## config.mk

```make
export PLATFORM = sky130hd
export DESIGN_NAME = tt_um_sub8_serial
export DESIGN_NICKNAME = d
export VERILOG_FILES = /design/src/rtl/sub8_pkg.sv /design/src/rtl/sub8_fs_cell.sv /design/src/rtl/tt_um_sub8_serial.sv
export SDC_FILE = /design/constraint.sdc
export NUM_CORES = 1
export LEC_CHECK = 0
export BUFFER_PORTS_ARGS = -buffer_cell sky130_fd_sc_hd__buf_4
export CAP_MARGIN = 25
export CORE_MARGIN = 3
export CORE_UTILIZATION = 50
export CTS_BUF_LIST = sky130_fd_sc_hd__clkbuf_4 sky130_fd_sc_hd__clkbuf_8
export DETAILED_ROUTE_END_ITERATION = 6
export PLACE_DENSITY = 0.72
export SKIP_CTS_REPAIR_TIMING = 1
export SLEW_MARGIN = 20
export SYNTH_ARGS = -nofsm -noshare
export SYNTH_HDL_FRONTEND = slang
export SYNTH_SLANG_ARGS = --single-unit
```

## constraint.sdc

```tcl
create_clock -name clk -period 1.8 [get_ports clk]
set_input_delay 0.18 -clock clk [delete_from_list [all_inputs] [get_ports clk]]
set_output_delay 0.18 -clock clk [all_outputs]
set_load 0.02 [all_outputs]
```

## src/rtl/sub8_pkg.sv

```systemverilog
// Shared constants, pin indices and state encoding for the bit-serial 8-bit subtractor tile.
package sub8_pkg;

  localparam int WIDTH = 8;
  localparam int CNT_W = 3;

  localparam logic [CNT_W-1:0] CNT_LAST = 3'd7;

  localparam int LOAD_A_BIT = 0;
  localparam int LOAD_B_BIT = 1;
  localparam int START_BIT  = 2;
  localparam int OVF_BIT    = 3;
  localparam int BUSY_BIT   = 4;
  localparam int DONE_BIT   = 5;
  localparam int BORROW_BIT = 6;
  localparam int ZERO_BIT   = 7;

  typedef enum logic [1:0] {
    IDLE = 2'd0,
    RUN  = 2'd1,
    DONE = 2'd2
  } state_t;

endpackage

```

## src/rtl/sub8_fs_cell.sv

```systemverilog
// One-bit combinational full subtractor: d = a - b - bin, with borrow out.
module sub8_fs_cell (
  input  logic a,
  input  logic b,
  input  logic bin,
  output logic d,
  output logic bout
);

  assign d    = a ^ b ^ bin;
  assign bout = (~a & b) | (~(a ^ b) & bin);

endmodule

```

## src/rtl/tt_um_sub8_serial.sv

```systemverilog
// Bit-serial 8-bit subtractor tile (A - B, LSB first) with start/busy/done handshake.
// Optional signed overflow flag on uio_out[3] when SUB8_SIGNED_OVF_EN is defined.
module tt_um_sub8_serial
  import sub8_pkg::*;
(
  input  logic       clk,
  input  logic       rst_n,
  input  logic       ena,
  input  logic [7:0] ui_in,
  input  logic [7:0] uio_in,
  output logic [7:0] uo_out,
  output logic [7:0] uio_out,
  output logic [7:0] uio_oe
);

  state_t           state;
  logic [WIDTH-1:0] op_a;
  logic [WIDTH-1:0] op_b;
  logic [WIDTH-1:0] sh_a;
  logic [WIDTH-1:0] sh_b;
  logic [WIDTH-1:0] sh_d;
  logic [CNT_W-1:0] cnt;
  logic             bin;
  logic [WIDTH-1:0] result;
  logic             busy;
  logic             done;
  logic             borrow;
  logic             zero;
  logic [2:0]       strb_in;
  logic [2:0]       strb_prev;
  logic [2:0]       strb_edge;
  logic             d;
  logic             bout;
  logic [WIDTH-1:0] diff_next;
`ifdef SUB8_SIGNED_OVF_EN
  logic             ovf;
`endif

  wire unused = &{1'b0, ena, uio_in[7:3]};

  // Strobes are registered first, then compared with their previous value.
  assign strb_edge = strb_in & ~strb_prev;
  assign diff_next = {d, sh_d[WIDTH-1:1]};

  sub8_fs_cell u_cell (
    .a    (sh_a[0]),
    .b    (sh_b[0]),
    .bin  (bin),
    .d    (d),
    .bout (bout)
  );

  // Control FSM and serial datapath; results only commit on the last RUN cycle.
  always_ff @(posedge clk or negedge rst_n) begin
    if (!rst_n) begin
      state     <= IDLE;
      op_a      <= 8'h00;
      op_b      <= 8'h00;
      sh_a      <= 8'h00;
      sh_b      <= 8'h00;
      sh_d      <= 8'h00;
      cnt       <= 3'd0;
      bin       <= 1'b0;
      result    <= 8'h00;
      busy      <= 1'b0;
      done      <= 1'b0;
      borrow    <= 1'b0;
      zero      <= 1'b0;
      strb_in   <= 3'b000;
      strb_prev <= 3'b000;
`ifdef SUB8_SIGNED_OVF_EN
      ovf       <= 1'b0;
`endif
    end else begin
      strb_in   <= uio_in[START_BIT:LOAD_A_BIT];
      strb_prev <= strb_in;
      case (state)
        IDLE, DONE: begin
          if (strb_edge[LOAD_A_BIT]) begin
            op_a <= ui_in;
          end
          if (strb_edge[LOAD_B_BIT]) begin
            op_b <= ui_in;
          end
          // Shift registers take the operands as they were before any same-cycle load.
          if (strb_edge[START_BIT]) begin
            sh_a  <= op_a;
            sh_b  <= op_b;
            bin   <= 1'b0;
            cnt   <= 3'd0;
            done  <= 1'b0;
            busy  <= 1'b1;
            state <= RUN;
          end
        end
        RUN: begin
          sh_d <= diff_next;
          sh_a <= {1'b0, sh_a[WIDTH-1:1]};
          sh_b <= {1'b0, sh_b[WIDTH-1:1]};
          bin  <= bout;
          cnt  <= cnt + 3'd1;
          if (cnt == CNT_LAST) begin
            result <= diff_next;
            borrow <= bout;
            zero   <= (diff_next == 8'h00);
`ifdef SUB8_SIGNED_OVF_EN
            // sh_a[0]/sh_b[0] hold the operand sign bits on the final cycle.
            ovf    <= (sh_a[0] != sh_b[0]) && (d != sh_a[0]);
`endif
            busy   <= 1'b0;
            done   <= 1'b1;
            state  <= DONE;
          end
        end
        default: begin
          state <= IDLE;
        end
      endcase
    end
  end

  // Pin mux for the status flags.
  always_comb begin
    uio_out             = 8'h00;
    uio_out[BUSY_BIT]   = busy;
    uio_out[DONE_BIT]   = done;
    uio_out[BORROW_BIT] = borrow;
    uio_out[ZERO_BIT]   = zero;
`ifdef SUB8_SIGNED_OVF_EN
    uio_out[OVF_BIT]    = ovf;
`else
    uio_out[OVF_BIT]    = 1'b0;
`endif
  end

  assign uo_out = result;

`ifdef SUB8_SIGNED_OVF_EN
  assign uio_oe = 8'hF8;
`else
  assign uio_oe = 8'hF0;
`endif

endmodule

```

# Yosys cells after proc, flatten, opt, wreduce, memory -nomap -nowiden
# Index checks and enable logic that the tools add are counted.
# Widths: inputs -> output; s select.
[totals]
wordCells = 56
ff_bits = 64
inputBits = 19
output_inout_bits = 24
[classes]
bitwise_logic = 9
muxes = 16
n_eq_ne = 5
n_addsub = 1
n_reduce_logical = 10
[ops]
columns = ["op", "count"]
rows = [
  ["$pmux 8 s2", 2],
  ["$mux 8", 2],
  ["$reduce_and 2->1", 5],
  ["$logic_not 8->1", 1],
  ["$pmux 1 s2", 3],
  ["$pmux 3 s2", 1],
  ["$mux 1", 4],
  ["$mux 2", 2],
  ["$ne 2x2->1 const B", 2],
  ["$pmux 2 s2", 1],
  ["$add 3x1->3 const B", 1],
  ["$and 3x3->3", 1],
  ["$eq 3x3->1 const B", 1],
  ["$mux 3", 1],
  ["$not 3->3", 1],
  ["$reduce_and 3->1", 1],
  ["$and 1x1->1", 2],
  ["$eq 2x1->1 const B", 1],
  ["$eq 2x2->1 const B", 1],
  ["$logic_not 2->1", 1],
  ["$not 1->1", 2],
  ["$reduce_bool 2->1", 1],
  ["$reduce_or 2->1", 1],
  ["$xor 1x1->1", 2],
  ["$or 1x1->1", 1],
]

# Depth between registers and ports, before layout
[depth]
depth_word = 5
depth_mapped = 6
depth_no_buf = 5

# Hierarchy
# From an unflattened synthesis, not the netlist that was laid out.
[hier_totals]
cells_unflattened = 235
area_unflattened_um2 = 2748.9
[by_module_without_submodules]
columns = ["module", "cells_per_inst", "seq_area_each_um2", "area_per_inst_um2", "n_inst"]
rows = [
  ["tt_um_sub8_serial", 231, 1576.5, 2717.6, 1],
  ["sub8_fs_cell", 4, 0.0, 31.3, 1],
]

# Worst setup path before layout
# No wires, ideal clock.
[synth_path]
path_type = "reg2reg"
from = "reg cnt[0]"
to = "reg result[4] (netlist: uo_out[4])"
n_path_buf = 1
period_less_slack_ns = 1.545
slack_ns = 0.255
arrival_time_ns = 1.420
stages_incl_launch_ff = 6
setup_ns = 0.125
t_required_ns = 1.675
path_cell_list = "dfrtp_1 > ha_1 > ha_1 > nand3b_2 > buf_2 > mux2_2"
[synth_between]
elab_chain_cells = 2
[synth_lines]
columns = ["element", "line", "source"]
rows = [
  ["start: declaration", "tt_um_sub8_serial.sv:22", "logic [CNT_W-1:0] cnt;"],
  ["start signal: assignment", "tt_um_sub8_serial.sv:101", "cnt <= cnt + 3'd1;"],
  ["$eq 3x3->1", "tt_um_sub8_serial.sv:102", "if (cnt == CNT_LAST) begin"],
  ["$reduce_and 2->1 (no line)", "n/a", ""],
  ["end signal: assignment", "tt_um_sub8_serial.sv:103", "result <= diff_next;"],
  ["end: declaration", "tt_um_sub8_serial.sv:24", "logic [WIDTH-1:0] result;"],
]
# No other way between the ends.
# A chain may end at the register's enable or synchronous reset.

# Worst setup path after layout
# Ends and elaborated chain as after synthesis.

==> impl_metrics.py <==
metrics = {
    "timing": {
        "tns_ps": 0,
        "hold_slack_ps": 83.8,
        "timing.fmax_ghz": 0.626,
        "report.final.hold_viol_count": 0,
        "period_minus_slack_ps": 1600,
        "clock-skew-final_ps": 8.33,
        "tightest_slew_ps": 768,
        "finalCritPeriodShare": 0.887,
        "drv_slew": 0,
        "relSlewSlack": 0.488,
        "rsz0062_at_grt": "no",
        "setup_viol": 0,
        "setup_slack_ps": 203,
    },
    "final_layout": {
        "fin_area_um2": 3090,
        "drive_gt1_frac": 0.292,
        "n_antenna_cell": 0,
        "fill_cells": 447,
        "mostFrequentLayoutCell": "dfrtp_1",
        "final_cells": 337,
        "mostFrequentLayoutCells": "dfrtp_1 (63), nand2_1 (57), buf_4 (33)",
        "area_growth_pct": 14.9,
        "utilization": 0.598,
        "nNetsFinal": 284,
    },
    "critical_path": {
        "crit_slowest_cell": "dfrtp_1",
        "cpLargestDelayFamily": "adder cells",
        "worst-endpoint-required_ps": 2010,
        "crit_chain": "ha_1, ha_1, nand3b_2, mux2_2",
        "slowest_delay_ps": 400,
        "worst-setup-path-type": "flip-flop to flip-flop",
        "critPathMaxFanout": 15,
        "worst-path-buf-inv": 0,
        "end_kind": "flip-flop",
        "arrival_ps": 1810,
        "start_kind": "flip-flop",
        "cp_common_cell": "ha_1",
    },
    "yosys": {
        "netlist_instances": 233,
        "syn-cell-area_um2": 2690,
        "synthArstFlopShare": 1.00,
        "synth_area_leader_cell": "dfrtp_1",
        "yosysWarningCount": 0,
        "yosysUniqueCellTypes": 25,
        "synth-seq-cells": 63,
        "syn_avg_cell_area_um2": 11.6,
        "netlist.area_leader.share": 0.586,
        "synth-edff-count": 0,
        "ys.flop_type": "dfrtp_1",
        "ys_seq_area_frac": 0.586,
        "synthTopCellsByArea": "dfrtp_1 (59%), mux2_2 (10%), nand2_1 (7.9%), buf_4 (5.3%), a31oi_1 (3.3%)",
    },
    "placement": {
        "dp_hpwl_um": 2780,
        "dp_slack_ps": 207,
        "dp.cells": 317,
        "portBuffers": 24,
        "routabilityCongestion": 0.716,
        "dpl_cell_area_um2": 2850,
    },
    "power": {
        "p_per_area_nw_per_um2": 1840,
        "finalPower_mw": 5.69,
        "max-vdd-ir-drop_v": 0.000740,
        "leakage_nw": 1.46,
    },
    "die": {
        "ios": 43,
        "die-area_um2": 6300,
        "core_area_um2": 5170,
        "start_util": 0.520,
        "fp-row-count": 26,
        "die_w_um": 79.4,
        "dieHeight_um": 79.4,
    },
    "routing": {
        "num_vias": 1672,
        "drtIter0Drc": 85,
        "wl_per_cell_um": 12.6,
        "routed_wl_um": 4260,
        "final_antenna_net_count": 0,
        "first_pass_iters": 4,
        "drt_drc_violations_left": 0,
        "via_per_inst": 4.96,
    },
    "grt": {
        "grt-ovfl-total": 0,
        "grt_pass1_vias": 1671,
        "antenna_found_initial": 0,
        "grt_max_degree": 64,
        "grt.total_usage": 0.159,
        "grt_pass1_wl_um": 7570,
    },
    "clock_tree": {
        "cts_tree": "done",
        "cts.clk_slew.worst_paths_ps": 70,
        "cts-buffers-inserted": 9,
        "cts_sinks": 63,
        "htree_num_levels": 3,
        "insertion_delay_ps": 330,
        "ctsRootBufferMaster": "clkbuf_8",
        "clk_path_buf_depth": 2,
    },
    "worst_hold_path": {
        "hold_class": "input pin to flip-flop",
    },
    "job": {
        "drv_cap": 0,
    },
    "run_status": {
        "status": "finished, final reports clean",
    },
}
-- final timing paths --
path	from	to	cells after the start	slack (ps)
worst max-delay path	cnt[0]$_DFFE_PN0P_	uo_out[4]$_DFFE_PN0P_	4	200
worst min-delay path	ui_in[5]	op_b[5]$_DFFE_PN0P_	2	80
worst max register to register	cnt[0]$_DFFE_PN0P_	uo_out[4]$_DFFE_PN0P_	4	200
worst min register to register	strb_in[0]$_DFF_PN0_	strb_prev[0]$_DFF_PN0_	0	380
max in group asynchronous	rst_n	strb_prev[2]$_DFF_PN0_	2	820
min in group asynchronous	rst_n	borrow$_DFFE_PN0P_	2	470
-- layer usage --
metal  global-route usage  up-vias  wire, µm
met1                0.190      821      1860
met3               0.0556        6       193
met5                    0        -         0
met2                0.256       24      2140
met4               0.0739        0        73
li1                     -      821         -
-- cell families after synthesis --
group	share of synthesized area
AOI/OAI and AO/OA	0.0600
adders and majority gates	0.0167
buffers and inverters	0.0841
DFF	0.586
muxes	0.104
other	0.00279
and+or+nand+nor	0.146
-- registers in the layout, indices dropped and copies added, names as in the netlist --
name       count
strb_in        3
bin            1
borrow         1
op_b           8
op_a           8
uo_out         8
zero           1
cnt            3
done           1
state          2
sh_d           7
sh_b           8
strb_prev      3
sh_a           8
busy           1
-- final cells by class --
cell class	count	area (µm²)	area share
repair buffers	37	288	0.0931
inverters	4	15.0	0.00486
clock buffers	14	186	0.0603
multi-input cells	147	926	0.299
well taps	70	87.6	0.0283
clock inverters	2	12.5	0.00405
flip-flops and latches	63	1580	0.510
-- synth_stat cells (all sizes together) (2+ instances only) --
master / n
dfrtp: 63
nand2: 57
buf: 29
mux2: 24
a31oi: 14
nor3: 14
o21ai: 7
inv: 4
nor3b: 3
a22o: 2
conb: 2
ha: 2
nor4: 2
-- where the power goes --
part | switching, mW | internal [mW] | leakage (nW)
clock | 0.504 | 0.664 | 0.102
combinational | 1.10 | 0.980 | 0.590
sequential | 0.388 | 2.06 | 0.766
Power figures use the tool's default switching activity.
